$ cat src/rtl/systolic_mac_array.sv
// ---------------------------------------------------------------------------
// systolic_mac_array
//   Output-stationary ARRAY_SIZE x ARRAY_SIZE signed multiply-accumulate
//   array. Each accepted operand beat carries one A element per row and one
//   B element per column; after k_len beats and a pipeline flush the C tile
//   is drained one element per handshake in row-major order.
//
// Ports
//   clk, rst_n  : clock, asynchronous active-low reset
//   start       : one-cycle pulse, begins a tile (only honoured in IDLE)
//   k_len       : beats per tile, sampled on an accepted start
//   in_valid    : operand beat present
//   in_ready    : beat accepted this cycle (COMPUTE state decode)
//   data_in     : slice i = A[i][k]
//   weight_in   : slice j = B[k][j]
//   out_valid   : result element presented
//   out_ready   : consumer accepts result
//   out_data    : C[out_row][out_col], signed ACC_W
//   out_row/col : index of out_data
//   busy        : state != IDLE
//   done        : one-cycle pulse after the last result handshake
// ---------------------------------------------------------------------------
module systolic_mac_array #(
    parameter int ARRAY_SIZE = 2,
    parameter int DATA_W     = 16,
    parameter int ACC_W      = 40
) (
    input  logic                                               clk,
    input  logic                                               rst_n,
    input  logic                                               start,
    input  logic [9:0]                                         k_len,
    input  logic                                               in_valid,
    output logic                                               in_ready,
    input  logic [ARRAY_SIZE*DATA_W-1:0]                       data_in,
    input  logic [ARRAY_SIZE*DATA_W-1:0]                       weight_in,
    output logic                                               out_valid,
    input  logic                                               out_ready,
    output logic signed [ACC_W-1:0]                            out_data,
    output logic [((ARRAY_SIZE > 1) ? $clog2(ARRAY_SIZE) : 1)-1:0] out_row,
    output logic [((ARRAY_SIZE > 1) ? $clog2(ARRAY_SIZE) : 1)-1:0] out_col,
    output logic                                               busy,
    output logic                                               done
);

    localparam int N          = ARRAY_SIZE;
    localparam int IDX_W      = (N > 1) ? $clog2(N) : 1;
    localparam int PROD_W     = 2 * DATA_W;
    localparam int FLUSH_W    = $clog2(2 * N);
    localparam logic [FLUSH_W-1:0] FLUSH_INIT = FLUSH_W'(2 * N - 2);
    localparam logic [IDX_W-1:0]   LAST_IDX   = IDX_W'(N - 1);

    typedef enum logic [1:0] {
        S_IDLE,
        S_COMPUTE,
        S_FLUSH,
        S_DRAIN
    } state_t;

    state_t               r_state;
    logic [9:0]           r_beat_cnt;
    logic [9:0]           r_beat_max;
    logic [FLUSH_W-1:0]   r_flush_cnt;
    logic                 r_out_valid;
    logic signed [ACC_W-1:0] r_out_data;
    logic [IDX_W-1:0]     r_out_row;
    logic [IDX_W-1:0]     r_out_col;
    logic                 r_done;

    logic                 w_clr;
    logic                 w_inj;
    logic [IDX_W-1:0]     w_nrow;
    logic [IDX_W-1:0]     w_ncol;

    // Skewed edge inputs into the array
    logic signed [DATA_W-1:0] w_row_d [N];
    logic                     w_row_t [N];
    logic signed [DATA_W-1:0] w_col_w [N];
    logic                     w_col_t [N];

    // PE registers
    logic signed [DATA_W-1:0] r_a  [N][N];
    logic signed [DATA_W-1:0] r_b  [N][N];
    logic                     r_at [N][N];
    logic                     r_bt [N][N];
    logic signed [ACC_W-1:0]  r_acc[N][N];

    // PE inputs: left neighbour / top neighbour or array edge
    logic signed [DATA_W-1:0] w_a_in  [N][N];
    logic signed [DATA_W-1:0] w_b_in  [N][N];
    logic                     w_at_in [N][N];
    logic                     w_bt_in [N][N];
    logic signed [PROD_W-1:0] w_prod  [N][N];

    assign w_clr     = (r_state == S_IDLE) && start;
    assign w_inj     = in_valid && (r_state == S_COMPUTE);
    assign in_ready  = (r_state == S_COMPUTE);
    assign busy      = (r_state != S_IDLE);
    assign out_valid = r_out_valid;
    assign out_data  = r_out_data;
    assign out_row   = r_out_row;
    assign out_col   = r_out_col;
    assign done      = r_done;

    // Row i data sees i skew stages, column j weight sees j stages, so the
    // operands of one beat meet at PE(i,j) i+j cycles after injection.
    for (genvar gi = 0; gi < N; gi++) begin : g_skew
        if (gi == 0) begin : g_direct
            assign w_row_d[gi] = data_in[gi*DATA_W +: DATA_W];
            assign w_row_t[gi] = w_inj;
            assign w_col_w[gi] = weight_in[gi*DATA_W +: DATA_W];
            assign w_col_t[gi] = w_inj;
        end else begin : g_delay
            logic signed [DATA_W-1:0] r_sk_d [gi];
            logic signed [DATA_W-1:0] r_sk_w [gi];
            logic                     r_sk_dt[gi];
            logic                     r_sk_wt[gi];

            always_ff @(posedge clk or negedge rst_n) begin
                if (!rst_n) begin
                    for (int unsigned s = 0; s < gi; s++) begin
                        r_sk_d[s]  <= '0;
                        r_sk_w[s]  <= '0;
                        r_sk_dt[s] <= 1'b0;
                        r_sk_wt[s] <= 1'b0;
                    end
                end else begin
                    r_sk_d[0]  <= data_in[gi*DATA_W +: DATA_W];
                    r_sk_w[0]  <= weight_in[gi*DATA_W +: DATA_W];
                    r_sk_dt[0] <= w_inj && !w_clr;
                    r_sk_wt[0] <= w_inj && !w_clr;
                    for (int unsigned s = 1; s < gi; s++) begin
                        r_sk_d[s]  <= r_sk_d[s-1];
                        r_sk_w[s]  <= r_sk_w[s-1];
                        r_sk_dt[s] <= r_sk_dt[s-1] && !w_clr;
                        r_sk_wt[s] <= r_sk_wt[s-1] && !w_clr;
                    end
                end
            end

            assign w_row_d[gi] = r_sk_d[gi-1];
            assign w_row_t[gi] = r_sk_dt[gi-1];
            assign w_col_w[gi] = r_sk_w[gi-1];
            assign w_col_t[gi] = r_sk_wt[gi-1];
        end
    end

    for (genvar gi = 0; gi < N; gi++) begin : g_pe_row
        for (genvar gj = 0; gj < N; gj++) begin : g_pe_col
            if (gj == 0) begin : g_a_edge
                assign w_a_in[gi][gj]  = w_row_d[gi];
                assign w_at_in[gi][gj] = w_row_t[gi];
            end else begin : g_a_link
                assign w_a_in[gi][gj]  = r_a[gi][gj-1];
                assign w_at_in[gi][gj] = r_at[gi][gj-1];
            end
            if (gi == 0) begin : g_b_edge
                assign w_b_in[gi][gj]  = w_col_w[gj];
                assign w_bt_in[gi][gj] = w_col_t[gj];
            end else begin : g_b_link
                assign w_b_in[gi][gj]  = r_b[gi-1][gj];
                assign w_bt_in[gi][gj] = r_bt[gi-1][gj];
            end
        end
    end

    always_comb begin
        for (int unsigned i = 0; i < N; i++) begin
            for (int unsigned j = 0; j < N; j++) begin
                w_prod[i][j] = PROD_W'(r_a[i][j]) * PROD_W'(r_b[i][j]);
            end
        end
    end

    always_ff @(posedge clk or negedge rst_n) begin
        if (!rst_n) begin
            for (int unsigned i = 0; i < N; i++) begin
                for (int unsigned j = 0; j < N; j++) begin
                    r_a[i][j]   <= '0;
                    r_b[i][j]   <= '0;
                    r_at[i][j]  <= 1'b0;
                    r_bt[i][j]  <= 1'b0;
                    r_acc[i][j] <= '0;
                end
            end
        end else begin
            for (int unsigned i = 0; i < N; i++) begin
                for (int unsigned j = 0; j < N; j++) begin
                    r_a[i][j] <= w_a_in[i][j];
                    r_b[i][j] <= w_b_in[i][j];
                    if (w_clr) begin
                        r_at[i][j]  <= 1'b0;
                        r_bt[i][j]  <= 1'b0;
                        r_acc[i][j] <= '0;
                    end else begin
                        r_at[i][j] <= w_at_in[i][j];
                        r_bt[i][j] <= w_bt_in[i][j];
                        if (r_at[i][j] && r_bt[i][j]) begin
                            r_acc[i][j] <= r_acc[i][j] + ACC_W'(w_prod[i][j]);
                        end
                    end
                end
            end
        end
    end

    // Next drain position in row-major order
    always_comb begin
        w_nrow = r_out_row;
        w_ncol = r_out_col + 1'b1;
        if (r_out_col == LAST_IDX) begin
            w_ncol = '0;
            w_nrow = r_out_row + 1'b1;
        end
    end

    always_ff @(posedge clk or negedge rst_n) begin
        if (!rst_n) begin
            r_state     <= S_IDLE;
            r_beat_cnt  <= '0;
            r_beat_max  <= '0;
            r_flush_cnt <= '0;
            r_out_valid <= 1'b0;
            r_out_data  <= '0;
            r_out_row   <= '0;
            r_out_col   <= '0;
            r_done      <= 1'b0;
        end else begin
            r_done <= 1'b0;
            case (r_state)
                S_IDLE: begin
                    if (start) begin
                        r_beat_max <= k_len;
                        r_beat_cnt <= '0;
                        if (k_len == 10'd0) begin
                            // Accumulators clear on this same edge, so present zero.
                            r_state     <= S_DRAIN;
                            r_out_valid <= 1'b1;
                            r_out_data  <= '0;
                            r_out_row   <= '0;
                            r_out_col   <= '0;
                        end else begin
                            r_state <= S_COMPUTE;
                        end
                    end
                end
                S_COMPUTE: begin
                    if (in_valid) begin
                        r_beat_cnt <= r_beat_cnt + 10'd1;
                        if (r_beat_cnt == r_beat_max - 10'd1) begin
                            r_state     <= S_FLUSH;
                            r_flush_cnt <= FLUSH_INIT;
                        end
                    end
                end
                S_FLUSH: begin
                    if (r_flush_cnt == '0) begin
                        r_state     <= S_DRAIN;
                        r_out_valid <= 1'b1;
                        r_out_data  <= r_acc[0][0];
                        r_out_row   <= '0;
                        r_out_col   <= '0;
                    end else begin
                        r_flush_cnt <= r_flush_cnt - 1'b1;
                    end
                end
                S_DRAIN: begin
                    if (out_ready) begin
                        if (r_out_row == LAST_IDX && r_out_col == LAST_IDX) begin
                            r_out_valid <= 1'b0;
                            r_done      <= 1'b1;
                            r_state     <= S_IDLE;
                        end else begin
                            r_out_row  <= w_nrow;
                            r_out_col  <= w_ncol;
                            r_out_data <= r_acc[w_nrow][w_ncol];
                        end
                    end
                end
                default: r_state <= S_IDLE;
            endcase
        end
    end

endmodule
$ cat config.mk
export PLATFORM = sky130hd
export DESIGN_NAME = systolic_mac_array
export DESIGN_NICKNAME = d
export VERILOG_FILES = /design/src/rtl/systolic_mac_array.sv
export SDC_FILE = /design/constraint.sdc
export NUM_CORES = 2
export LEC_CHECK = 0
export BUFFER_PORTS_ARGS = -buffer_cell sky130_fd_sc_hd__buf_2
export CAP_MARGIN = 10
export CORE_MARGIN = 2
export CORE_UTILIZATION = 66
export DETAILED_ROUTE_END_ITERATION = 10
export MAX_ROUTING_LAYER = met4
export PLACE_DENSITY = 0.85
export SLEW_MARGIN = 10
export SYNTH_ARGS = -nofsm -noshare
export SYNTH_HDL_FRONTEND = slang
export SYNTH_SLANG_ARGS = --single-unit
$ cat constraint.sdc
create_clock -name clk -period 7.6 [get_ports clk]
set_clock_uncertainty 0.15 [all_clocks]
set_input_delay 0 -clock clk [delete_from_list [all_inputs] [get_ports clk]]
set_output_delay 0 -clock clk [all_outputs]
set_load 0.03 [all_outputs]
# Word level (Yosys, flattened, before mapping)
# Index checks and enable logic that the tools add are counted.
[word_totals] register_bits=393 in_bits=79 out_inout_bits=46 wordCells=137
[classes] add_sub_neg=9 mul=4 n_lt_le_gt_ge=2 eq_ne=13 n_mux=57 n_bitwise=2 n_reduce_logical=22
[op_table] operator="two-way mux 40 bit" n=16
[op_table] operator="two-way mux 80 bit" n=3
[op_table] operator="adder 40 x 32 -> 40 bit" n=4
[op_table] operator="multiplier 16 x 16 -> 32 bit" n=4
[op_table] operator="case mux 40 bit (3 select lines)" n=1
[op_table] operator="two-way mux 1 bit" n=21
[op_table] operator="two-way mux 10 bit" n=2
[op_table] operator="case mux 10 bit (2 select lines)" n=1
[op_table] operator="AND reduction 6 bit" n=3
[op_table] operator="two-way mux 2 bit" n=8
[op_table] operator="!= test 2 bit (second input constant)" n=7
[op_table] operator="nonzero test 2 bit" n=6
[op_table] operator="adder 10 x 1 -> 10 bit (second input constant)" n=1
[op_table] operator="equality test 10 bit" n=1
[op_table] operator="zero test 10 bit" n=1
[op_table] operator="subtractor 10 x 1 -> 10 bit (second input constant)" n=1
[op_table] operator="case mux 1 bit (3 select lines)" n=3
[op_table] operator="case mux 2 bit (4 select lines)" n=1
[op_table] operator="logical AND 1 bit" n=5
[op_table] operator="equality test 2 bit (second input constant)" n=2
[op_table] operator=">= comparator 2 bit (second input constant)" n=2
[op_table] operator="zero test 2 bit" n=2
[op_table] operator="!= test 2 x 1 -> 1 bit (second input constant)" n=2
[op_table] operator="NOT 1 -> 2 bit" n=2
[op_table] operator="other kinds (9)" n=10

# Logic depth before layout (Yosys ltp)
[depth] depth_word=12 ltp_mapped=25 depth_no_buf=25

# Worst setup path before layout
# Ideal clock, no wire load.
[synth_path] kind="register to register" start="reg r_a[63] (netlist bit)" end="reg r_acc[158] (netlist bit)" setup_ns=0.135 arrival_time_ns=6.482 t_required_ns=7.315 setup_slack_ns=0.833 path_stages_with_launch=26 n_path_buf=2 period_less_slack_ns=6.767 path_cell_list="dfrtp_1 clkbuf_1 nand2_1 inv_1 fa_1 fa_1 inv_1 fa_1 inv_1 fa_1 fa_1 inv_1 fa_1 inv_1 ha_1 clkbuf_1 a21oi_1 a211oi_1 o31ai_1 nand2b_1 a41o_1 o31a_1 a31o_2 a221oi_1 xor2_1 a21oi_1"
[synth_via] elab_chain_cells=4
[synth_lines] element="from (decl)" line_no="81" text="logic signed [DATA_W-1:0] r_a [N][N];"
[synth_lines] element="from (signal, indexed assignment)" line_no="188" text="r_a[i][j] <= w_a_in[i][j];"
[synth_lines] element="multiplier 16 x 16 -> 32 bit" line_no="169" text="w_prod[i][j] = PROD_W'(r_a[i][j]) * PROD_W'(r_b[i][j]);"
[synth_lines] element="adder 40 x 32 -> 40 bit" line_no="198" text="r_acc[i][j] <= r_acc[i][j] + ACC_W'(w_prod[i][j]);"
[synth_lines] element="two-way mux 40 bit" line_no="197" text="if (r_at[i][j] && r_bt[i][j]) begin"
[synth_lines] element="two-way mux 40 bit" line_no="190" text="if (w_clr) begin"
[synth_lines] element="to (signal, indexed assignment)" line_no="198"
[synth_lines] element="to (decl)" line_no="85" text="logic signed [ACC_W-1:0] r_acc[N][N];"
# No other way between the ends. The select of a mux whose other input is x is not followed.
# A chain may end at the register's enable or synchronous reset.

# Worst setup path after layout
[layout_path] start="reg r_b[36] (netlist bit)" end="reg r_acc[119] (netlist bit)"
[layout_via] elab_chain_cells=4
[layout_lines] element="from (decl)" line_no="82" text="logic signed [DATA_W-1:0] r_b [N][N];"
[layout_lines] element="from (signal, indexed assignment)" line_no="189" text="r_b[i][j] <= w_b_in[i][j];"
[layout_lines] element="multiplier 16 x 16 -> 32 bit" line_no="169"
[layout_lines] element="adder 40 x 32 -> 40 bit" line_no="198"
[layout_lines] element="two-way mux 40 bit" line_no="197"
[layout_lines] element="two-way mux 40 bit" line_no="190"
# No other way between the ends. The select of a mux whose other input is x is not followed.

==> results.json <==
{
  "critPathBufInv": 5,
  "worst-endpoint-required_ns": 7.96,
  "worst_path_largest_cell_delay_ns": 0.65,
  "fillers": 6562,
  "postSynthAreaPerCell_um2": 9.76,
  "grt_pass1_vias": 52400,
  "grt.total_usage_pct": 38.8,
  "wl_met3_um": 17300,
  "worst_pin_slew_ns": 0.977,
  "drt.antenna.violating_nets": 0,
  "synth_ff_type": "dfrtp_1",
  "finalSetupViolations": 0,
  "hpwl_um": 137000,
  "vias_per_cell": 5.86,
  "start_util_pct": 66.4,
  "vias": 47500,
  "maxSlewViolCount": 0,
  "clock_sinks": 391,
  "relSlewSlack_pct": 34.9,
  "antenna_found_initial": 10,
  "slowest_stage": "dfrtp_1",
  "rows": 114,
  "numCtsBuffers": 49,
  "synthCells": 6550,
  "htreeDepth": 2,
  "cp_max_fo": 17,
  "syn_area_um2": 63900,
  "crit_family": "adder cells",
  "yosysSeqAreaShare_pct": 15.3,
  "synth_nets": 8418,
  "synth-edff-count": 0,
  "drc_errors": 0,
  "cts.clk_slew.worst_paths_ns": 0.07,
  "core-area_um2": 96300,
  "die_h_um": 315,
  "syn2layout_area_growth_pct": 9.03,
  "root_buffer": "clkbuf_16",
  "min_path_type": "in -> reg",
  "setup_tns_ns": 0,
  "crit_type": "reg -> reg",
  "end_kind": "register",
  "crit_arrival_ns": 7.74,
  "place.gp.congestion": 0.978,
  "num-nets-final": 8655,
  "maxCapViolations": 0,
  "wl_met2_um": 84700,
  "num_io_pins": 125,
  "drt-initial-drc-count": 4016,
  "cts_setup_buffers": 0,
  "synth_cell_types": 68,
  "overflow": 0,
  "hold_viol_final": 0,
  "rsz0062_at_grt": "false",
  "fp.dieW_um": 315,
  "worstSkewPairLatency_ns": 0.64,
  "routed_wl_um": 177000,
  "crit_top_cell": "fa_1",
  "yosys_register_bits": 391,
  "die-area_um2": 99400,
  "fmax_ghz": 0.136,
  "status": "finished, final reports clean",
  "grt_max_degree": 122,
  "clockBufferDepth": 3,
  "grt_pass1_wl_um": 285000,
  "ys.warnings.count": 0,
  "highest_layer": "met4",
  "wl_per_cell_um": 21.8,
  "cts_tree": "yes",
  "drive_above_1_share_pct": 5.86,
  "drt_pass1_iterations": 6,
  "worstPathCellList": "and2_1 -> fa_1 -> inv_1 -> fa_1 -> fa_1 -> inv_1 -> fa_1 -> fa_1 -> inv_1 -> fa_1 -> inv_1 -> ha_1 -> nand3_1 -> a2111o_1 -> o21ai_0 -> o21ai_0 -> buf_4 -> o21ai_1 -> a211o_1 -> nand2_1 -> a21oi_1 -> a21oi_1 -> o211a_1",
  "period_share_pct": 97.1,
  "cp-start-kind": "register",
  "port_buffers": 124,
  "met1_length_um": 63500,
  "layout_min_cycle_time_ns": 7.38,
  "async_reset_ff_share_pct": 100
}
==> area by class of cell <==
class,instances,area (µm²),share of cell area (%)
antenna,7,17.5,0.0251
timing repair buffer,402,3200,4.59
inverter,1657,6220,8.93
clock inverter,31,338,0.485
clock buffer,61,1370,1.97
multi-input combinational,4286,47100,67.6
tap,1276,1600,2.29
sequential,391,9810,14.1
==> through the flow <==
stage | hold slack, ns | instances | setup slack (ns) | util (%) | instance area (µm²)
floorplan | -0.446 | 6550 | 0.833 | - | 63900
global placement | -0.0878 | 7837 | 0.264 | 68.7 | 66200
detailed placement | -0.0796 | 7837 | 0.153 | 68.7 | 66200
CTS | 0.0429 | 8104 | 0.0679 | 72.3 | 69600
global route | 0.0884 | 8110 | 0.00120 | 72.4 | 69700
finish | 0.0781 | 8111 | 0.220 | 72.4 | 69700
==> cell usage in the layout (no fill, tap or decap), drive strengths merged, types with 15 or more instances in the layout <==
master	n
a211oi	31
mux2i	112
a21o	75
clkbuf	61
nor2	267
and2	461
xnor2	102
o21bai	21
fa	1320
nand3	49
dlygate4sd3	174
or3	15
buf	228
a31oi	27
mux4	40
nor3	31
a21oi	147
o21ai	157
nand2	658
dfrtp	391
nor2b	19
ha	469
xor2	67
a22oi	43
and3	16
nand2b	22
clkinv	17
inv	1660
==> cells by family (layout without fill, tap and decap cells) <==
group                      count (synthesis)  in the layout  share of synthesized area [%]
AOI/OAI and AO/OA                        591            591                           5.87
xor gates and xnor gates                 169            169                           2.32
adders and majority gates               1789           1789                           50.5
buffers and inverters                   1873           2151                           11.0
DFF                                      391            391                           15.3
muxes                                    154            154                           3.20
other                                      0              7                              0
and+or+nand+nor                         1583           1583                           11.8
==> worst reg2reg max path, cell delays in order, from the launching register on <==
cell      delay [ns]
dfrtp_1         0.65
and2_1          0.34
fa_1            0.54
inv_1           0.05
fa_1            0.47
fa_1            0.54
inv_1           0.06
fa_1            0.51
fa_1            0.50
inv_1           0.05
fa_1            0.48
inv_1           0.04
ha_1            0.40
nand3_1         0.11
a2111o_1        0.38
o21ai_0         0.25
o21ai_0         0.23
buf_4           0.20
o21ai_1         0.38
a211o_1         0.24
nand2_1         0.07
a21oi_1         0.27
a21oi_1         0.12
o211a_1         0.23
==> state kept, by name, summed over array words and instances, names as in the netlist, 2 cells and up <==
signal / flops
g_skew.g_delay.r_sk_d: 16
g_skew.g_delay.r_sk_w: 16
out_data: 40
r_a: 64
r_acc: 160
r_b: 64
r_beat_cnt: 10
r_beat_max: 10
r_bt: 2
r_flush_cnt: 2
r_state: 2
==> cells in the mapped netlist, drive strengths merged, types with 31 or more instances <==
master	instances	share of area, %
and2	461	4.5
a22oi	43	0.50
ha	469	9.2
xnor2	102	1.4
mux4	40	1.4
clkbuf	195	1.1
nor2	267	1.6
o21ai	157	1.2
dfrtp	391	15
a21oi	147	1.2
fa	1320	41
nand3	49	0.38
a21o	75	0.88
nand2	658	3.9
inv	1657	9.7
nor3	31	0.24
mux2i	112	1.8
a211oi	31	0.38
xor2	67	0.92
==> layer usage <==
metal	global-route usage (%)	up-vias
met1	47.4	24200
met2	61.4	2495
met3	7.97	696
met5	-	-
met4	19.7	0
li1	-	20100
==> worst paths after layout <==
path                                             start          to  slack [ns]  depth (start not counted)
min in group asynchronous                        rst_n     r_b[39]        0.45                          4
max                                            r_b[36]  r_acc[119]        0.22                         23
min                                          out_ready        done        0.08                          3
min reg2reg                g_skew[1].g_delay.r_sk_w[7]     r_b[39]        0.19                          0
max in group asynchronous                        rst_n     r_a[15]        5.37                          5
max reg2reg                                    r_b[36]  r_acc[119]        0.22                         23
==> what timing repair did <==
action                                 4_1_cts  5_1_grt
gates resized for setup                      0       16
hold buffers                               175        0
endpoints found under the hold margin      352        0
setup endpoints to repair                    0       16
Power is not shown: default switching activity piles up to over one toggle a cycle in this logic, so the estimate is an artifact.
